--- src/rtl/bp_fpga_host_io_out_axis.sv ---
// AXI4 slave that turns single-beat I/O-out writes into NBF packets
// {opcode, addr, data}. Each packet is streamed to the host FIFO one flit at a
// time, lowest flit first. The B response is held back until the host has
// taken the last flit. Reads are completed with SLVERR and zero data.
module bp_fpga_host_io_out_axis #(
  parameter int unsigned S_AXI_ADDR_WIDTH   = 64,
  parameter int unsigned S_AXI_DATA_WIDTH   = 64,
  parameter int unsigned S_AXI_ID_WIDTH     = 4,
  parameter int unsigned fifo_data_width_p  = 32,
  parameter int unsigned nbf_opcode_width_p = 8,
  parameter int unsigned nbf_addr_width_p   = 64,
  parameter int unsigned nbf_data_width_p   = 64
) (
  input  logic                          clk,
  input  logic                          reset,

  input  logic [S_AXI_ADDR_WIDTH-1:0]   s_axi_awaddr,
  input  logic                          s_axi_awvalid,
  output logic                          s_axi_awready,
  input  logic [S_AXI_ID_WIDTH-1:0]     s_axi_awid,
  input  logic [7:0]                    s_axi_awlen,
  input  logic [2:0]                    s_axi_awsize,
  input  logic [1:0]                    s_axi_awburst,

  input  logic [S_AXI_DATA_WIDTH-1:0]   s_axi_wdata,
  input  logic [S_AXI_DATA_WIDTH/8-1:0] s_axi_wstrb,
  input  logic                          s_axi_wlast,
  input  logic                          s_axi_wvalid,
  output logic                          s_axi_wready,

  output logic [S_AXI_ID_WIDTH-1:0]     s_axi_bid,
  output logic [1:0]                    s_axi_bresp,
  output logic                          s_axi_bvalid,
  input  logic                          s_axi_bready,

  input  logic [S_AXI_ADDR_WIDTH-1:0]   s_axi_araddr,
  input  logic                          s_axi_arvalid,
  output logic                          s_axi_arready,
  input  logic [S_AXI_ID_WIDTH-1:0]     s_axi_arid,
  input  logic [7:0]                    s_axi_arlen,
  input  logic [2:0]                    s_axi_arsize,
  input  logic [1:0]                    s_axi_arburst,

  output logic [S_AXI_DATA_WIDTH-1:0]   s_axi_rdata,
  output logic [1:0]                    s_axi_rresp,
  output logic                          s_axi_rlast,
  output logic [S_AXI_ID_WIDTH-1:0]     s_axi_rid,
  output logic                          s_axi_rvalid,
  input  logic                          s_axi_rready,

  output logic                          fifo_v_o,
  output logic [fifo_data_width_p-1:0]  fifo_data_o,
  input  logic                          fifo_ready_and_i
);

  localparam int unsigned PKT_W  = nbf_opcode_width_p + nbf_addr_width_p + nbf_data_width_p;
  localparam int unsigned FLIT_N = (PKT_W + fifo_data_width_p - 1) / fifo_data_width_p;
  localparam int unsigned PAD_W  = FLIT_N * fifo_data_width_p;
  localparam int unsigned CNT_W  = 3;
  localparam int unsigned BEAT_W = 9;
  localparam int unsigned BYTES  = S_AXI_DATA_WIDTH / 8;

  typedef enum logic [2:0] {
    e_idle,
    e_wdata,
    e_send,
    e_bresp,
    e_rresp
  } state_e;

  state_e state_q, state_d;

  logic [S_AXI_ID_WIDTH-1:0]   id_q;
  logic [S_AXI_ADDR_WIDTH-1:0] addr_q;
  logic [2:0]                  size_q;
  logic                        err_q;
  logic                        first_q;
  logic [BEAT_W-1:0]           beats_q;
  logic [CNT_W-1:0]            flit_cnt_q;
  logic [PAD_W-1:0]            pkt_q;

  logic [S_AXI_DATA_WIDTH-1:0] shifted;
  logic [S_AXI_DATA_WIDTH-1:0] kept;
  logic [BYTES-1:0]            byte_keep;
  logic [PAD_W-1:0]            pkt_d;
  logic [fifo_data_width_p-1:0] flit;

  logic aw_hs, w_hs, ar_hs, r_hs, fifo_hs, flit_last;

  assign aw_hs     = s_axi_awvalid & s_axi_awready;
  assign w_hs      = s_axi_wvalid & s_axi_wready;
  assign ar_hs     = s_axi_arvalid & s_axi_arready;
  assign r_hs      = s_axi_rvalid & s_axi_rready;
  assign fifo_hs   = fifo_v_o & fifo_ready_and_i;
  assign flit_last = (flit_cnt_q == CNT_W'(FLIT_N - 1));

  // Strobes and the sideband fields this endpoint does not act on.
  logic unused_inputs;
  assign unused_inputs = ^{s_axi_wstrb, s_axi_awburst, s_axi_araddr, s_axi_arsize, s_axi_arburst};

  // Align the payload to byte 0 and clear the bytes beyond the access size.
  always_comb begin
    shifted   = s_axi_wdata >> {addr_q[2:0], 3'b000};
    byte_keep = '0;
    case (size_q)
      3'd0:    byte_keep = BYTES'(8'h01);
      3'd1:    byte_keep = BYTES'(8'h03);
      3'd2:    byte_keep = BYTES'(8'h0f);
      default: byte_keep = '1;
    endcase
    kept = '0;
    for (int unsigned b = 0; b < BYTES; b++) begin
      kept[b*8 +: 8] = byte_keep[b] ? shifted[b*8 +: 8] : 8'h00;
    end
    pkt_d = PAD_W'({nbf_opcode_width_p'(size_q),
                    nbf_addr_width_p'(addr_q),
                    nbf_data_width_p'(kept)});
  end

  // Select the flit currently offered to the host.
  always_comb begin
    flit = '0;
    for (int unsigned k = 0; k < FLIT_N; k++) begin
      if (flit_cnt_q == CNT_W'(k)) flit = pkt_q[k*fifo_data_width_p +: fifo_data_width_p];
    end
  end

  assign fifo_data_o = (!reset && state_q == e_send) ? flit : '0;
  assign s_axi_rdata = '0;

  // State register.
  always_ff @(posedge clk) begin
    if (reset) state_q <= e_idle;
    else       state_q <= state_d;
  end

  // Next state and handshake outputs; everything is held low during reset.
  always_comb begin
    state_d       = state_q;
    s_axi_awready = 1'b0;
    s_axi_wready  = 1'b0;
    s_axi_arready = 1'b0;
    s_axi_bvalid  = 1'b0;
    s_axi_bresp   = 2'b00;
    s_axi_bid     = '0;
    s_axi_rvalid  = 1'b0;
    s_axi_rresp   = 2'b00;
    s_axi_rlast   = 1'b0;
    s_axi_rid     = '0;
    fifo_v_o      = 1'b0;
    if (!reset) begin
      unique case (state_q)
        e_idle: begin
          s_axi_awready = 1'b1;
          s_axi_arready = !s_axi_awvalid;
          if (s_axi_awvalid)      state_d = e_wdata;
          else if (s_axi_arvalid) state_d = e_rresp;
        end
        e_wdata: begin
          s_axi_wready = 1'b1;
          if (s_axi_wvalid && s_axi_wlast) state_d = err_q ? e_bresp : e_send;
        end
        e_send: begin
          fifo_v_o = 1'b1;
          if (fifo_ready_and_i && flit_last) state_d = e_bresp;
        end
        e_bresp: begin
          s_axi_bvalid = 1'b1;
          s_axi_bid    = id_q;
          s_axi_bresp  = err_q ? 2'b10 : 2'b00;
          if (s_axi_bready) state_d = e_idle;
        end
        e_rresp: begin
          s_axi_rvalid = 1'b1;
          s_axi_rresp  = 2'b10;
          s_axi_rid    = id_q;
          s_axi_rlast  = (beats_q == BEAT_W'(1));
          if (s_axi_rready && beats_q == BEAT_W'(1)) state_d = e_idle;
        end
        default: state_d = e_idle;
      endcase
    end
  end

  // Transaction context, packet capture, flit and read-beat counters.
  always_ff @(posedge clk) begin
    if (reset) begin
      id_q       <= '0;
      addr_q     <= '0;
      size_q     <= '0;
      err_q      <= 1'b0;
      first_q    <= 1'b0;
      beats_q    <= '0;
      flit_cnt_q <= '0;
      pkt_q      <= '0;
    end else begin
      if (aw_hs) begin
        id_q    <= s_axi_awid;
        addr_q  <= s_axi_awaddr;
        size_q  <= s_axi_awsize;
        err_q   <= (s_axi_awlen != 8'd0);
        first_q <= 1'b1;
      end else if (ar_hs) begin
        id_q    <= s_axi_arid;
        beats_q <= BEAT_W'(s_axi_arlen) + BEAT_W'(1);
      end
      if (w_hs && first_q) begin
        pkt_q   <= pkt_d;
        first_q <= 1'b0;
      end
      if (fifo_hs) flit_cnt_q <= flit_last ? '0 : flit_cnt_q + CNT_W'(1);
      if (r_hs)    beats_q    <= beats_q - BEAT_W'(1);
    end
  end

endmodule

--- config.mk ---
export PLATFORM = sky130hd
export DESIGN_NAME = bp_fpga_host_io_out_axis
export DESIGN_NICKNAME = d
export VERILOG_FILES = /design/src/rtl/bp_fpga_host_io_out_axis.sv
export SDC_FILE = /design/constraint.sdc
export NUM_CORES = 1
export LEC_CHECK = 0
export BUFFER_PORTS_ARGS = -buffer_cell sky130_fd_sc_hd__buf_2
export CAP_MARGIN = 30
export CORE_ASPECT_RATIO = 0.7
export CORE_MARGIN = 3
export CORE_UTILIZATION = 45
export CTS_CLUSTER_SIZE = 28
export DETAILED_ROUTE_END_ITERATION = 8
export GPL_ROUTABILITY_DRIVEN = 0
export PLACE_DENSITY = 0.75
export SYNTH_ARGS = -nofsm -noshare
export SYNTH_HDL_FRONTEND = slang
export SYNTH_SLANG_ARGS = --single-unit
--- constraint.sdc ---
create_clock -name clk -period 2.11 [get_ports clk]
set_input_delay 0.1055 -clock clk [delete_from_list [all_inputs] [get_ports clk]]
set_output_delay 0.1055 -clock clk [all_outputs]
set_load 0.02 [all_outputs]
==> results.md, run 1 <==
* Ys Warns at 0
* Clk_lat worst skew at 0.51 ns
* Slew HR at 37.6%
* Layout Area Growth over Synthesis at 37.2%
* DIE AREA at 26,500 µm²
* DRT iter0 DRCs at 1,022
* Worst hold margin at 0.00758 ns
* Post-Syn Instances at 1,371
* Most frequent cells in the layout: nand2_1, dfxtp_1, buf_2
* Lkg Pwr at 6.06 nW
* CTS buffer count at 21
* Final min period at 2.61 ns
* Nets@finish at 1,948
* Worst-case clock buffer depth at 3
* Final Hold Violating Endpoints at 0
* Vias in the first global route at 11,058
* Setup Skew at 0.0170 ns
* Die height at 137 µm
* Pin count of the biggest net entering global routing at 86
* First-pass GRT wire length at 59.5 mm
* Detailed-route via count at 11,606
* FP Rows at 47
* Final setup fails at 32
* Pwr Density at 758 nW/µm²
* Max Cap Viol at 0
* Most common cell after layout, fill and taps aside: nand2_1
* Root buf cell: clkbuf_16
* Ports at 358
* Final WL at 39.3 mm
* Critical path type: register to output pin
* Ant diodes at 0
* Main flop type after synthesis: dfxtp_1
* Final worst slack at -0.503 ns
* # DRC at 0
* Initial core utilization at 46.3%
* Number of synthesized register bits at 219
* CP peak stage delay at 0.39 ns
* RSZ-0062 raised after global routing: yes
* Required time of the critical path at 2.00 ns
* Slew @ Worst Pin at 0.936 ns
* Run status: finished with violations
* Die span in x at 193 µm
* Worst path arrival time at 2.51 ns
* Post-synth EDFFs at 0
* Most common cell on crit path: buf_6
* Layout cells sized above 1 at 25.5%
* Crit path max fanout at 5
* Design area at 15,200 µm²
* Syn avg cell area at 8.07 µm²
* Sequential area share after synthesis at 39.6%
* CTS tree: built
* Slowest cell on the critical path: or3_4
* DP HPWL at 25.5 mm
* Vias per cell at 5.73
* Violations in the final reports: setup timing
* DRT Pass-1 Iters at 7
* Startpoint Class: register
* CTS Sinks at 219
* Tot GR Track Use at 27.5%
* Post-route ant nets at 0
* Initial antenna violation count at 0
* Maximum clock rate at 0.383 GHz
* Hold Path Class: primary input to register
* Dpl ws at -0.00545 ns
* H-tree depth at 1
* WL/cell at 19.4 µm
* GRT overflow at 0
* Async set-reset flop share out of synthesis at 0%
* Clk pin slew, worst setup/hold paths at 0.06 ns
* Setup crit end kind: output pin
* Core footprint at 23,900 µm²
* Slew Viols, Final at 0
* Netlist cell types at 63
* Mapped Area at 11,100 µm²
* IO buf count at 212
* DP Area at 12,600 µm²
* Max rail drop VDD at 0.564 mV
* Period utilization at 124%
* CP cell instances: inv_4 > ha_4 > nor3b_4 > buf_6 > buf_8 > buf_6 > a221oi_4 > or3_4 > a21oi_4 > buf_6
==> synth_stat cells (all sizes together), types with 8 or more instances <==
library cell,n,area share [%]
a211oi,12,0.81
a2bb2oi,9,0.71
a22oi,10,0.68
a221o,12,1.1
clkbuf,90,3.1
o211ai,10,0.77
nand2,324,11
a22o,24,1.9
o21ai,81,3.7
o2bb2ai,8,0.63
inv,9,0.31
nor3,11,0.59
a21oi,153,6.9
nor2b,18,1.0
a221oi,32,2.5
and2,10,0.57
or3,35,2.0
mux2i,47,4.3
dfxtp,219,40
ha,8,0.90
nor2,59,2.0
buf,85,5.5
mux4,16,3.3
and3,16,0.90
==> through the flow <==
step	power (mW)	util [%]	cells	TNS (ns)
after global placement	7.45	52.9	1854	0
after global routing	12.0	63.6	2025	-15.84
after CTS	11.4	62.6	2016	-11.32
after floorplan	6.65	-	1436	0
final	11.5	63.6	2025	-14.20
after detailed placement	7.50	52.9	1854	-0.0135
==> final timing paths <==
kind	startpoint	end	slack [ns]	cells after the start
hold reg to reg	addr_q[55]	pkt_q[119]	0.45	2
setup reg to reg	addr_q[0]	pkt_q[25]	0.12	4
hold / removal	s_axi_wdata[52]	pkt_q[44]	0.008	3
setup / recovery	flit_cnt_q[1]	fifo_data_o[25]	-0.50	10
==> critical path, delay by kind of cell, from the launching register on <==
family | cells | cell delay (ns)
DFF | 1 | 0.37
AOI/OAI and AO/OA | 2 | 0.23
adders and majority gates | 1 | 0.16
buffers and inverters | 5 | 0.60
and+or+nand+nor | 2 | 0.63
==> cell type report <==
type / count / area (µm²)
flip-flops and latches: 219 / 4400
inverters: 10 / 45.0
clock inverters: 1 / 8.76
clock buffers: 32 / 627
fillers: 1912 / 8690
repair buffers: 413 / 3300
well taps: 318 / 398
multi-input cells: 1032 / 6410
==> logic make-up after synthesis <==
logic type	share of synthesized area [%]
multiplexers	8.12
buffers and inverters	8.92
adder cells (fa/ha/maj)	0.905
flip-flops	39.6
other	0.0339
AO/OA/AOI/OAI	21.1
AND/OR/NAND/NOR	20.8
XOR/XNOR	0.475
==> registers in the layout, summed over array words and instances (netlist names) <==
signal / count
first_q: 1
id_q: 4
state_q: 3
beats_q: 9
pkt_q: 131
size_q: 3
flit_cnt_q: 3
addr_q: 64
err_q: 1
==> per-layer routing <==
layer,global-route usage [%],share of wire [%],vias up
met1,36.1,41,5442
met3,5.74,8.6,181
met5,0,0,-
met2,44.9,46,653
li1,-,-,5330
met4,10.9,4.4,0
==> timing repair <==
| action | in CTS | in global routing |
|---|---|---|
| resized for setup | 100 | 28 |
| hold buffers | 122 | 0 |
| cloned | 3 | 2 |
| setup endpoints to repair | 36 | 67 |
| endpoints found under the hold margin | 112 | 0 |
| setup buffers | 7 | 9 |
| pin swaps | 56 | 15 |
==> power by group <==
group          internal [mW]  leakage [nW]  switching (mW)  total (mW)
sequential              4.46          1.78           0.282        4.74
clock                   2.03         0.312            1.56        3.59
combinational           1.30          3.97            1.87        3.17
total                   7.78          6.06            3.72        11.5
Note: power is estimated with default switching activity, not from simulation.
==> run 2, diff against run 1 <==
--- a/config.mk
+++ b/config.mk
@@ -9,11 +9,12 @@
 export CAP_MARGIN = 30
 export CORE_ASPECT_RATIO = 0.7
 export CORE_MARGIN = 3
-export CORE_UTILIZATION = 45
+export CORE_UTILIZATION = 47
 export CTS_CLUSTER_SIZE = 28
 export DETAILED_ROUTE_END_ITERATION = 8
 export GPL_ROUTABILITY_DRIVEN = 0
-export PLACE_DENSITY = 0.75
+export PLACE_DENSITY = 0.78
+export SKIP_LAST_GASP = 1
 export SYNTH_ARGS = -nofsm -noshare
 export SYNTH_HDL_FRONTEND = slang
 export SYNTH_SLANG_ARGS = --single-unit
==> results.md, run 2 (synthesis gave the netlist of run 1 again) <==
* Run status: finished with violations
* Violations in the final reports: setup timing
* Post-Route Utilization at 66.8% (+3.2 points)
* DRT iter0 DRCs at 1,605 (+57%)
* Required time of the critical path at 2.00 ns (about the same)
* Largest registers: pkt_q (131), addr_q (64), beats_q (9)
* Max rail drop VDD at 0.541 mV (-4.2%)
* Maximum clock rate at 0.393 GHz (+2.8%)
* GRT overflow at 0 (unchanged)
* Slew @ Worst Pin at 1.06 ns (+0.120 ns)
* CTS Sinks at 219 (unchanged)
* Worst path arrival time at 2.44 ns (-0.07 ns)
* Slew Viols, Final at 0 (unchanged)
* Worst-case clock buffer depth at 3 (unchanged)
* Setup crit end kind: output pin
* Startpoint Class: register
* Hold Crit Endpoint: pkt_q[51]
* # DRC at 0 (unchanged)
* Die span in x at 189 µm (-2.1%)
* Max Cap Viol at 0 (unchanged)
* R2R setup slack at -0.02 ns (-0.14 ns)
* Pwr Density at 786 nW/µm² (+3.7%)
* Pin count of the biggest net entering global routing at 89 (+3.5%)
* Fill cells at 1,677 (-12%)
* Layout Area Growth over Synthesis at 38.4%
* DP HPWL at 26.1 mm (+2.4%)
* Ports at 358 (unchanged)
* Hold Path Class: primary input to register
* Most common cell after layout, fill and taps aside: nand2_1
* Max reg flops at 131 (unchanged)
* Core footprint at 22,900 µm² (-4.1%)
* Final setup fails at 38 (+19%)
* Die height at 134 µm (-2.1%)
* Hold path depth at 3 (unchanged)
* Lkg Pwr at 6.12 nW (+0.95%)
* Root buf cell: clkbuf_16
* Initial antenna violation count at 1 (+1)
* Crit path max fanout at 7 (+2)
* Clk_lat worst skew at 0.51 ns (about the same)
* Detailed-route via count at 12,090 (+4.2%)
* R2r startpoint: state_q[1]
* Tot GR Track Use at 29.9% (+2.4 points)
* Ant diodes at 0 (unchanged)
* Setup Skew at 0.0159 ns (-0.00113 ns)
* First-pass GRT wire length at 61.3 mm (+3.2%)
* Critical path type: register to output pin
* DIE AREA at 25,400 µm² (-4.1%)
* Worst hold margin at 0.00881 ns (+0.00123 ns)
* Post-route ant nets at 0 (unchanged)
* IO buf count at 212 (unchanged)
* WL/cell at 20.7 µm (+6.7%)
* RSZ-0062 raised after global routing: yes
* Final WL at 41.9 mm (+6.8%)
* CTS tree: built
* DRT Pass-1 Iters at 6 (-1)
* Period utilization at 120% (-3.4 points)
* Crit path launch: flit_cnt_q[1]
* Most frequent cells in the layout: nand2_1, dfxtp_1, buf_2
* CTS buffer count at 22 (+4.8%)
* Vias in the first global route at 11,317 (+2.3%)
* Nets@finish at 1,950 (+0.10%)
* Final Hold Violating Endpoints at 0 (unchanged)
* Clk pin slew, worst setup/hold paths at 0.06 ns (about the same)
* H-tree depth at 1 (unchanged)
* Initial core utilization at 48.3% (+2.0 points)
* Final worst slack at -0.431 ns (+0.0717 ns)
* Layout cells sized above 1 at 26.3% (+0.77 points)
* Final min period at 2.54 ns (-0.0717 ns)
* Worst-case reg-to-reg path depth at 7 (+3)
* FP Rows at 46 (-2.1%)
* Slew HR at 29.6% (-8.0 points)
* Hold Crit Start: s_axi_wdata[51]
* Register with the most flip-flops: pkt_q
* Reg2reg end: pkt_q[57]
* Vias per cell at 5.97 (+4.1%)
run 2: changes by cell type in the layout (fill, tap and decap cells not counted), sizes merged:
cell / change
clkinv: +5
a21oi: +1
bufinv: +1
dlygate4sd3: -2
clkinvlp: +1
buf: +2
inv: -1
run 2: cell type report:
class | instances | area [µm²] | area share, %
multi-input combinational | 1033 | 6440 | 42.1
sequential | 219 | 4400 | 28.7
timing repair buffer | 413 | 3320 | 21.7
clock buffer | 32 | 659 | 4.31
tap | 312 | 390 | 2.55
clock inverter | 7 | 62.6 | 0.409
inverter | 10 | 45.0 | 0.294
run 2: timing repair:
action / in CTS / in global routing
pin swaps: 52 / 12
resized for setup: 94 / 25
endpoints found under the hold margin: 109 / 0
buffers inserted: 6 / 9
gates cloned: 3 / 2
hold buffers: 120 / 0
setup endpoints to repair: 46 / 80
run 2: worst max-delay path by stage:
stage	end	slack, ns	cells after the start
after CTS	fifo_data_o[12]	-0.37	9
after global routing	fifo_data_o[8]	-0.48	9
after detailed placement	pkt_q[10]	-0.02	5
after floorplan	fifo_data_o[2]	0.04	7
after global placement	fifo_data_o[4]	0.04	7
final	fifo_data_o[26]	-0.43	9
run 2: where the power goes:
| part | switching, mW | internal [mW] |
|---|---|---|
| Combinational | 1.96 | 1.36 |
| Sequential | 0.291 | 4.46 |
| Clock | 1.67 | 2.29 |
| Total | 3.92 | 8.10 |
run 2: routing by layer:
metal	share of wire [%]	global-route usage, %
met4	5.8	13.1
met1	38	38.0
met2	45	48.9
met3	11	6.82
met5	0.026	0
run 2: metrics by stage:
stage | total power [mW] | std cells | cell area (µm²) | worst slack, ns | setup TNS (ns)
2_1_floorplan | 6.65 | 1436 | 11400 | 0.0427 | 0
3_3_place_gp | 7.49 | 1850 | 12600 | 0.0425 | 0
3_5_place_dp | 7.56 | 1850 | 12600 | -0.0223 | -0.0756
4_1_cts | 11.8 | 2017 | 15100 | -0.368 | -11.19
5_1_grt | 12.4 | 2026 | 15300 | -0.479 | -14.19
6_report | 12.0 | 2026 | 15300 | -0.431 | -12.66
run 2: worst max-delay path, cell delays in order (launching register included):
cell and delay (ns):
dfxtp_2 0.35, inv_2 0.07, ha_4 0.17, nor3b_4 0.19
buf_6 0.20, buf_4 0.14, a221oi_1 0.08, or3_1 0.37
a21oi_2 0.18, buf_4 0.17
